File: src/rtl/collision_pkg.sv
// Shared types and helpers for the smiley collision stage.
package collision_pkg;

   localparam int COORD_W       = 11;
   localparam int NUM_HIT_TYPES = 3;

   typedef enum logic [1:0] {
      HIT_BORDER  = 2'd0,
      HIT_FLIPPER = 2'd1,
      HIT_BUMPER  = 2'd2
   } hit_type_t;

   // Counter width able to hold the holdoff load value (at least one bit).
   function automatic int holdoff_w(input int frames);
      return (frames < 2) ? 1 : $clog2(frames + 1);
   endfunction

endpackage

File: src/rtl/smiley_collision_detector_if.sv
// Pixel-stream strobes in, collision pulses and hit information out.
// master = pixel/draw source, slave = collision detector.
interface smiley_collision_detector_if
   import collision_pkg::*;
#(
   parameter int NUM_BUMPERS = 4
) ();
   localparam int IDX_W = (NUM_BUMPERS > 1) ? $clog2(NUM_BUMPERS) : 1;

   logic                      startOfFrame;
   logic signed [COORD_W-1:0] PixelX;
   logic signed [COORD_W-1:0] PixelY;
   logic                      draw_smiley;
   logic                      draw_borders;
   logic                      draw_flipper;
   logic [NUM_BUMPERS-1:0]    draw_bumpers;

   logic                      collisionSmileyBorders;
   logic                      collisionSmileyFlipper;
   logic                      collisionSmileyBumper;
   logic [IDX_W-1:0]          bumperHitIdx;
   logic signed [COORD_W-1:0] hitX;
   logic signed [COORD_W-1:0] hitY;

   modport master (
      output startOfFrame, PixelX, PixelY, draw_smiley, draw_borders,
             draw_flipper, draw_bumpers,
      input  collisionSmileyBorders, collisionSmileyFlipper,
             collisionSmileyBumper, bumperHitIdx, hitX, hitY
   );

   modport slave (
      input  startOfFrame, PixelX, PixelY, draw_smiley, draw_borders,
             draw_flipper, draw_bumpers,
      output collisionSmileyBorders, collisionSmileyFlipper,
             collisionSmileyBumper, bumperHitIdx, hitX, hitY
   );
endinterface

File: src/rtl/collision_holdoff.sv
// Per-hit-type gate: one pulse per frame, then HOLDOFF_FRAMES silent frames.
// The holdoff counter is not decremented on the frame boundary that ends the
// pulse frame itself, so a pulse in frame k keeps the type quiet through
// frame k+HOLDOFF_FRAMES and re-arms it in frame k+HOLDOFF_FRAMES+1.
module collision_holdoff
   import collision_pkg::*;
#(
   parameter int HOLDOFF_FRAMES = 2
) (
   input  logic clk,
   input  logic reset,
   input  logic startOfFrame,
   input  logic overlap,
   output logic eligible
);
   localparam int           W         = holdoff_w(HOLDOFF_FRAMES);
   localparam logic [W-1:0] HOLD_LOAD = W'(HOLDOFF_FRAMES);

   logic         fired_q, fired_d, fired_now;
   logic [W-1:0] holdoff_q, holdoff_d, holdoff_now;

   // State as seen by the current pixel: a startOfFrame pixel already belongs to the new frame.
   always_comb begin
      fired_now   = fired_q & ~startOfFrame;
      holdoff_now = holdoff_q;
      if (startOfFrame && !fired_q && (holdoff_q != '0))
         holdoff_now = holdoff_q - 1'b1;
   end

   assign eligible = overlap & ~fired_now & (holdoff_now == '0);

   // Next state: a new hit reloads the holdoff, otherwise carry the frame-adjusted values.
   always_comb begin
      fired_d   = fired_now;
      holdoff_d = holdoff_now;
      if (eligible) begin
         fired_d   = 1'b1;
         holdoff_d = HOLD_LOAD;
      end
   end

   // Fired flag and holdoff counter.
   always_ff @(posedge clk or posedge reset) begin
      if (reset) begin
         fired_q   <= 1'b0;
         holdoff_q <= '0;
      end else begin
         fired_q   <= fired_d;
         holdoff_q <= holdoff_d;
      end
   end
endmodule

File: src/rtl/smiley_collision_detector.sv
// Pixel-level collision detection between the smiley and borders/flipper/bumpers.
// Pulses appear one clock after the overlapping pixel; hit pixel and bumper index are held.
module smiley_collision_detector
   import collision_pkg::*;
#(
   parameter int NUM_BUMPERS    = 4,
   parameter int HOLDOFF_FRAMES = 2
) (
   input logic                        clk,
   input logic                        reset,
   smiley_collision_detector_if.slave bus
);
   localparam int IDX_W = (NUM_BUMPERS > 1) ? $clog2(NUM_BUMPERS) : 1;

   logic [NUM_HIT_TYPES-1:0]  overlap;
   logic [NUM_HIT_TYPES-1:0]  eligible;
   logic [NUM_HIT_TYPES-1:0]  pulse_q;
   logic [IDX_W-1:0]          idx_d, idx_q;
   logic signed [COORD_W-1:0] hit_x_q, hit_y_q;

   assign overlap[HIT_BORDER]  = bus.draw_smiley & bus.draw_borders;
   assign overlap[HIT_FLIPPER] = bus.draw_smiley & bus.draw_flipper;
   assign overlap[HIT_BUMPER]  = bus.draw_smiley & (|bus.draw_bumpers);

   for (genvar t = 0; t < NUM_HIT_TYPES; t++) begin : g_holdoff
      collision_holdoff #(
         .HOLDOFF_FRAMES (HOLDOFF_FRAMES)
      ) u_holdoff (
         .clk          (clk),
         .reset        (reset),
         .startOfFrame (bus.startOfFrame),
         .overlap      (overlap[t]),
         .eligible     (eligible[t])
      );
   end

   // Lowest-indexed opaque bumper wins.
   always_comb begin
      idx_d = '0;
      for (int i = NUM_BUMPERS - 1; i >= 0; i--)
         if (bus.draw_bumpers[i]) idx_d = IDX_W'(i);
   end

   // Pulse registers plus hit-pixel and bumper-index latches.
   always_ff @(posedge clk or posedge reset) begin
      if (reset) begin
         pulse_q <= '0;
         idx_q   <= '0;
         hit_x_q <= '0;
         hit_y_q <= '0;
      end else begin
         pulse_q <= eligible;
         if (|eligible) begin
            hit_x_q <= bus.PixelX;
            hit_y_q <= bus.PixelY;
         end
         if (eligible[HIT_BUMPER])
            idx_q <= idx_d;
      end
   end

   assign bus.collisionSmileyBorders = pulse_q[HIT_BORDER];
   assign bus.collisionSmileyFlipper = pulse_q[HIT_FLIPPER];
   assign bus.collisionSmileyBumper  = pulse_q[HIT_BUMPER];
   assign bus.bumperHitIdx           = idx_q;
   assign bus.hitX                   = hit_x_q;
   assign bus.hitY                   = hit_y_q;
endmodule
File: src/flat_wrapper.sv
// flat-port wrapper written by rule: the top's interface ports become plain ports
module smiley_collision_detector_flat import collision_pkg::*;
#(
   parameter int NUM_BUMPERS    = 4,
   parameter int HOLDOFF_FRAMES = 2
)
  (clk, reset, bus_startOfFrame, bus_PixelX, bus_PixelY, bus_draw_smiley, bus_draw_borders, bus_draw_flipper, bus_draw_bumpers, bus_collisionSmileyBorders, bus_collisionSmileyFlipper, bus_collisionSmileyBumper, bus_bumperHitIdx, bus_hitX, bus_hitY);
  smiley_collision_detector_if #(.NUM_BUMPERS(NUM_BUMPERS)) bus_i ();
  input logic clk;
  input logic reset;
  input wire logic [$bits(bus_i.startOfFrame)-1:0] bus_startOfFrame;
  input wire logic [$bits(bus_i.PixelX)-1:0] bus_PixelX;
  input wire logic [$bits(bus_i.PixelY)-1:0] bus_PixelY;
  input wire logic [$bits(bus_i.draw_smiley)-1:0] bus_draw_smiley;
  input wire logic [$bits(bus_i.draw_borders)-1:0] bus_draw_borders;
  input wire logic [$bits(bus_i.draw_flipper)-1:0] bus_draw_flipper;
  input wire logic [$bits(bus_i.draw_bumpers)-1:0] bus_draw_bumpers;
  output wire logic [$bits(bus_i.collisionSmileyBorders)-1:0] bus_collisionSmileyBorders;
  output wire logic [$bits(bus_i.collisionSmileyFlipper)-1:0] bus_collisionSmileyFlipper;
  output wire logic [$bits(bus_i.collisionSmileyBumper)-1:0] bus_collisionSmileyBumper;
  output wire logic [$bits(bus_i.bumperHitIdx)-1:0] bus_bumperHitIdx;
  output wire logic [$bits(bus_i.hitX)-1:0] bus_hitX;
  output wire logic [$bits(bus_i.hitY)-1:0] bus_hitY;
  assign bus_i.startOfFrame = bus_startOfFrame;
  assign bus_i.PixelX = bus_PixelX;
  assign bus_i.PixelY = bus_PixelY;
  assign bus_i.draw_smiley = bus_draw_smiley;
  assign bus_i.draw_borders = bus_draw_borders;
  assign bus_i.draw_flipper = bus_draw_flipper;
  assign bus_i.draw_bumpers = bus_draw_bumpers;
  assign bus_collisionSmileyBorders = bus_i.collisionSmileyBorders;
  assign bus_collisionSmileyFlipper = bus_i.collisionSmileyFlipper;
  assign bus_collisionSmileyBumper = bus_i.collisionSmileyBumper;
  assign bus_bumperHitIdx = bus_i.bumperHitIdx;
  assign bus_hitX = bus_i.hitX;
  assign bus_hitY = bus_i.hitY;
  smiley_collision_detector #(.NUM_BUMPERS(NUM_BUMPERS), .HOLDOFF_FRAMES(HOLDOFF_FRAMES)) u_core (.clk(clk), .reset(reset), .bus(bus_i));
endmodule
File: config.mk
export PLATFORM = sky130hd
export DESIGN_NAME = smiley_collision_detector_flat
export DESIGN_NICKNAME = d
export VERILOG_FILES = /design/src/rtl/collision_pkg.sv /design/src/rtl/smiley_collision_detector_if.sv /design/src/rtl/collision_holdoff.sv /design/src/rtl/smiley_collision_detector.sv /design/src/flat_wrapper.sv
export SDC_FILE = /design/constraint.sdc
export NUM_CORES = 1
export LEC_CHECK = 0
export CORE_MARGIN = 2
export CORE_UTILIZATION = 43
export CTS_CLUSTER_DIAMETER = 40
export CTS_CLUSTER_SIZE = 28
export DETAILED_ROUTE_END_ITERATION = 7
export PLACE_DENSITY = 0.81
export RECOVER_POWER = 50
export SLEW_MARGIN = 20
export SYNTH_ARGS = -nofsm -noshare
export SYNTH_HDL_FRONTEND = slang
export SYNTH_SLANG_ARGS = --single-unit
File: constraint.sdc
create_clock -name clk -period 2.85 [get_ports clk]
set_input_delay 0.855 -clock clk [delete_from_list [all_inputs] [get_ports clk]]
set_output_delay 0.855 -clock clk [all_outputs]
set_load 0.01 [all_outputs]
==> qor.yml <==
power:
  vdd_drop_max_v: 0.000557
  p_per_area_nw_per_um2: 1040
  p_leak_nw: 1.08
synth:
  yosysTopAreaCellShare: 0.580
  synth.most_common_cell: "dfrtp_1"
  synth_edf_count: 0
  synth_area_um2: 1550
  ys_ff_latch: 36
  synthDistinctLibCells: 31
  synthArstFlopShare: 1.00
  yosys-top-cells-count: "dfrtp_1, mux2_1, inv_1, nand2b_1"
  ys_seq_area_frac: 0.580
  synthCells: 114
  yosysWarnings: 0
  syn_avg_cell_area_um2: 13.6
  ys.flop_type: "dfrtp_1"
  syn-num-nets: 149
  synth_area_leaders: "dfrtp_1, mux2_1, ha_1"
  synth_top_area_cell: "dfrtp_1"
setup_path:
  cp_slowest_cell: "or4_1"
  ff2ff_path_depth: 8
  required_ps: 3060
  cp-start-kind: "input port"
  cp_max_fo: 11
  worstReg2RegStart: "u_core.g_holdoff[1].u_holdoff.holdoff_q[0]"
  r2r-end: "u_core.bus.hitX[1]"
  r2r_slack_ps: 250
  path_cells: "clkdlybuf4s50_1 -> or4_1 -> nand3_1 -> a21oi_1 -> nor3_4 -> clkbuf_16 -> mux2_1"
  cp_slowest_stage_delay_ps: 540
  path_class: "input port to register"
  cp.arrival_ps: 2910
  cp-end-kind: "register"
timing:
  worst_pin_slew_ps: 852
  rsz0062_at_grt: "no"
  hold_viol: 0
  setup_viol: 0
  fin_tns_setup_ps: 0
  relSlewSlack: 0.432
  fin_ws_ps: 153
  period_share: 0.946
  finClkSkew_ps: 3.44
  min_period_ps: 2700
  slew_violations: 0
  max_freq_ghz: 0.371
place:
  post-dp-hpwl_mm: 2.64
  pre_cts_ws_ps: -344
  port-buffer-count: 58
  gp_congestion: 0.738
grt:
  track_usage: 0.181
  grt_max_degree: 37
  grt_pass1_wl_mm: 5.69
  grt_pass1_vias: 1279
  overflow: 0
  antenna_found_initial: 0
route:
  vias_per_cell: 4.88
  firstDrtPassIters: 2
  ant_nets: 0
  first_iter_violations: 47
  drcViolationCount: 0
  wl_per_cell_um: 14.5
  route.vias.total: 1167
  drt-total-wl_mm: 3.47
finish:
  drive_gt1_frac: 0.119
  diodes: 0
  num-fill-cells: 256
  multiInputGateArea_um2: 588
  final_core_util: 0.693
  nets: 227
  synthToLayoutAreaGrowth_pct: 52.3
  seqCellArea_um2: 901
run_status:
  outcome: "completed"
clock_tree:
  cts_buffers: 5
  clk_pin_slew_ps: 100
  cts_root_buffer: "clkbuf_4"
  cts_buffer_depth: 2
  cts.sinks: 36
  post_cts_buffers: 0
  cts_tree: "yes"
  insertion_delay_ps: 320
  htree_levels: 2
floorplanning:
  num_io_pins: 59
  dieHeight_um: 64.1
  die_area_um2: 4110
  num_rows: 21
  die_x_um: 64.1
  core-area_um2: 3420
  initial_utilization: 0.455
min_path:
  hold-path-cell-count: 1
  whs_endpoint: "u_core.bus.hitY[7]"
  min-delay-start: "u_core.bus.hitY[7]"
  hp-class: "register to register"
run:
  drv_cap: 0
worst max-delay path: cells and delay by family:
family,cells,cell delay [ps]
multiplexers,1,330
AO/OA/AOI/OAI,1,90
AND/OR/NAND/NOR,3,960
buffers and inverters,2,660
worst max path at each step:
stage / start / end / slack, ps / cells past startpoint
2_1_floorplan: bus_startOfFrame / u_core.bus.hitX[0] / 320 / 6
3_3_place_gp: bus_startOfFrame / u_core.bus.hitY[8] / -240 / 7
3_5_place_dp: bus_startOfFrame / u_core.bus.hitY[2] / -340 / 7
4_1_cts: bus_startOfFrame / u_core.bus.hitY[2] / 20 / 7
5_1_grt: bus_draw_bumpers[0] / u_core.bus.hitX[2] / 120 / 7
6_report: bus_draw_bumpers[0] / u_core.bus.hitX[1] / 150 / 7
cell usage in the layout, fill, tap and decap left out, types with 3 or more instances in the layout:
master / Yosys / layout
clkdlybuf4s50_1: 0 / 54
dfrtp_1: 36 / 36
mux2_1: 24 / 24
inv_1: 9 / 9
buf_4: 0 / 8
clkbuf_4: 0 / 7
nand2b_1: 4 / 4
clkbuf_1: 0 / 4
nand2_1: 3 / 3
xnor2_1: 3 / 3
ha_1: 3 / 3
dlygate4sd3_1: 0 / 3
layer usage:
layer	track usage	up-vias	wire length (um)
li1	-	560	-
met1	0.191	571	1290
met4	0.0638	0	26
met5	0	-	0
met2	0.344	32	1970
met3	0.0475	4	192
power by group:
group          internal, W  total [W]  switching [W]
Combinational     0.000734    0.00123       0.000495
Sequential        0.000755   0.000889       0.000134
Clock             0.000184   0.000339       0.000155
Total              0.00167    0.00246       0.000784
stage by stage:
stage / area [um^2] / hold slack [ps] / power (W) / std cells
4_1_cts: 2360 / 506 / 0.00246 / 238
5_1_grt: 2370 / 521 / 0.00263 / 239
6_report: 2370 / 494 / 0.00246 / 239
3_3_place_gp: 2290 / 471 / 0.00202 / 230
2_1_floorplan: 1550 / 486 / 0.00150 / 114
3_5_place_dp: 2290 / 484 / 0.00210 / 230
layout make-up:
class,count,area share
clock buffers,6,0.0174
flip-flops and latches,36,0.381
well taps,46,0.0243
multi-input cells,66,0.248
clock inverters,2,0.0148
inverters,10,0.0159
repair buffers,73,0.299
sequential cells by signal, indices dropped and copies added (netlist names):
| register | flops |
|---|---|
| u_core.bus.bumperHitIdx | 2 |
| u_core.bus.hitX | 11 |
| u_core.bus.hitY | 11 |
| u_core.g_holdoff.u_holdoff.fired_q | 3 |
| u_core.g_holdoff.u_holdoff.holdoff_q | 6 |
| u_core.pulse_q | 3 |
cells by family (layout without fill, tap and decap cells):
family,Yosys count,in the layout,share of synthesized area
flip-flops,36,36,0.580
multiplexers,24,24,0.174
XOR/XNOR,3,3,0.0169
buffers and inverters,12,91,0.0386
AND/OR/NAND/NOR,25,25,0.114
adder cells (fa/ha/maj),3,3,0.0242
AO/OA/AOI/OAI,11,11,0.0531
what timing repair did:
action,CTS,global route
endpoints found under the hold margin,0,0
setup endpoints to repair,0,22
gates resized for setup,0,2
hold buffers,0,0
Power figures use the tool's default switching activity.
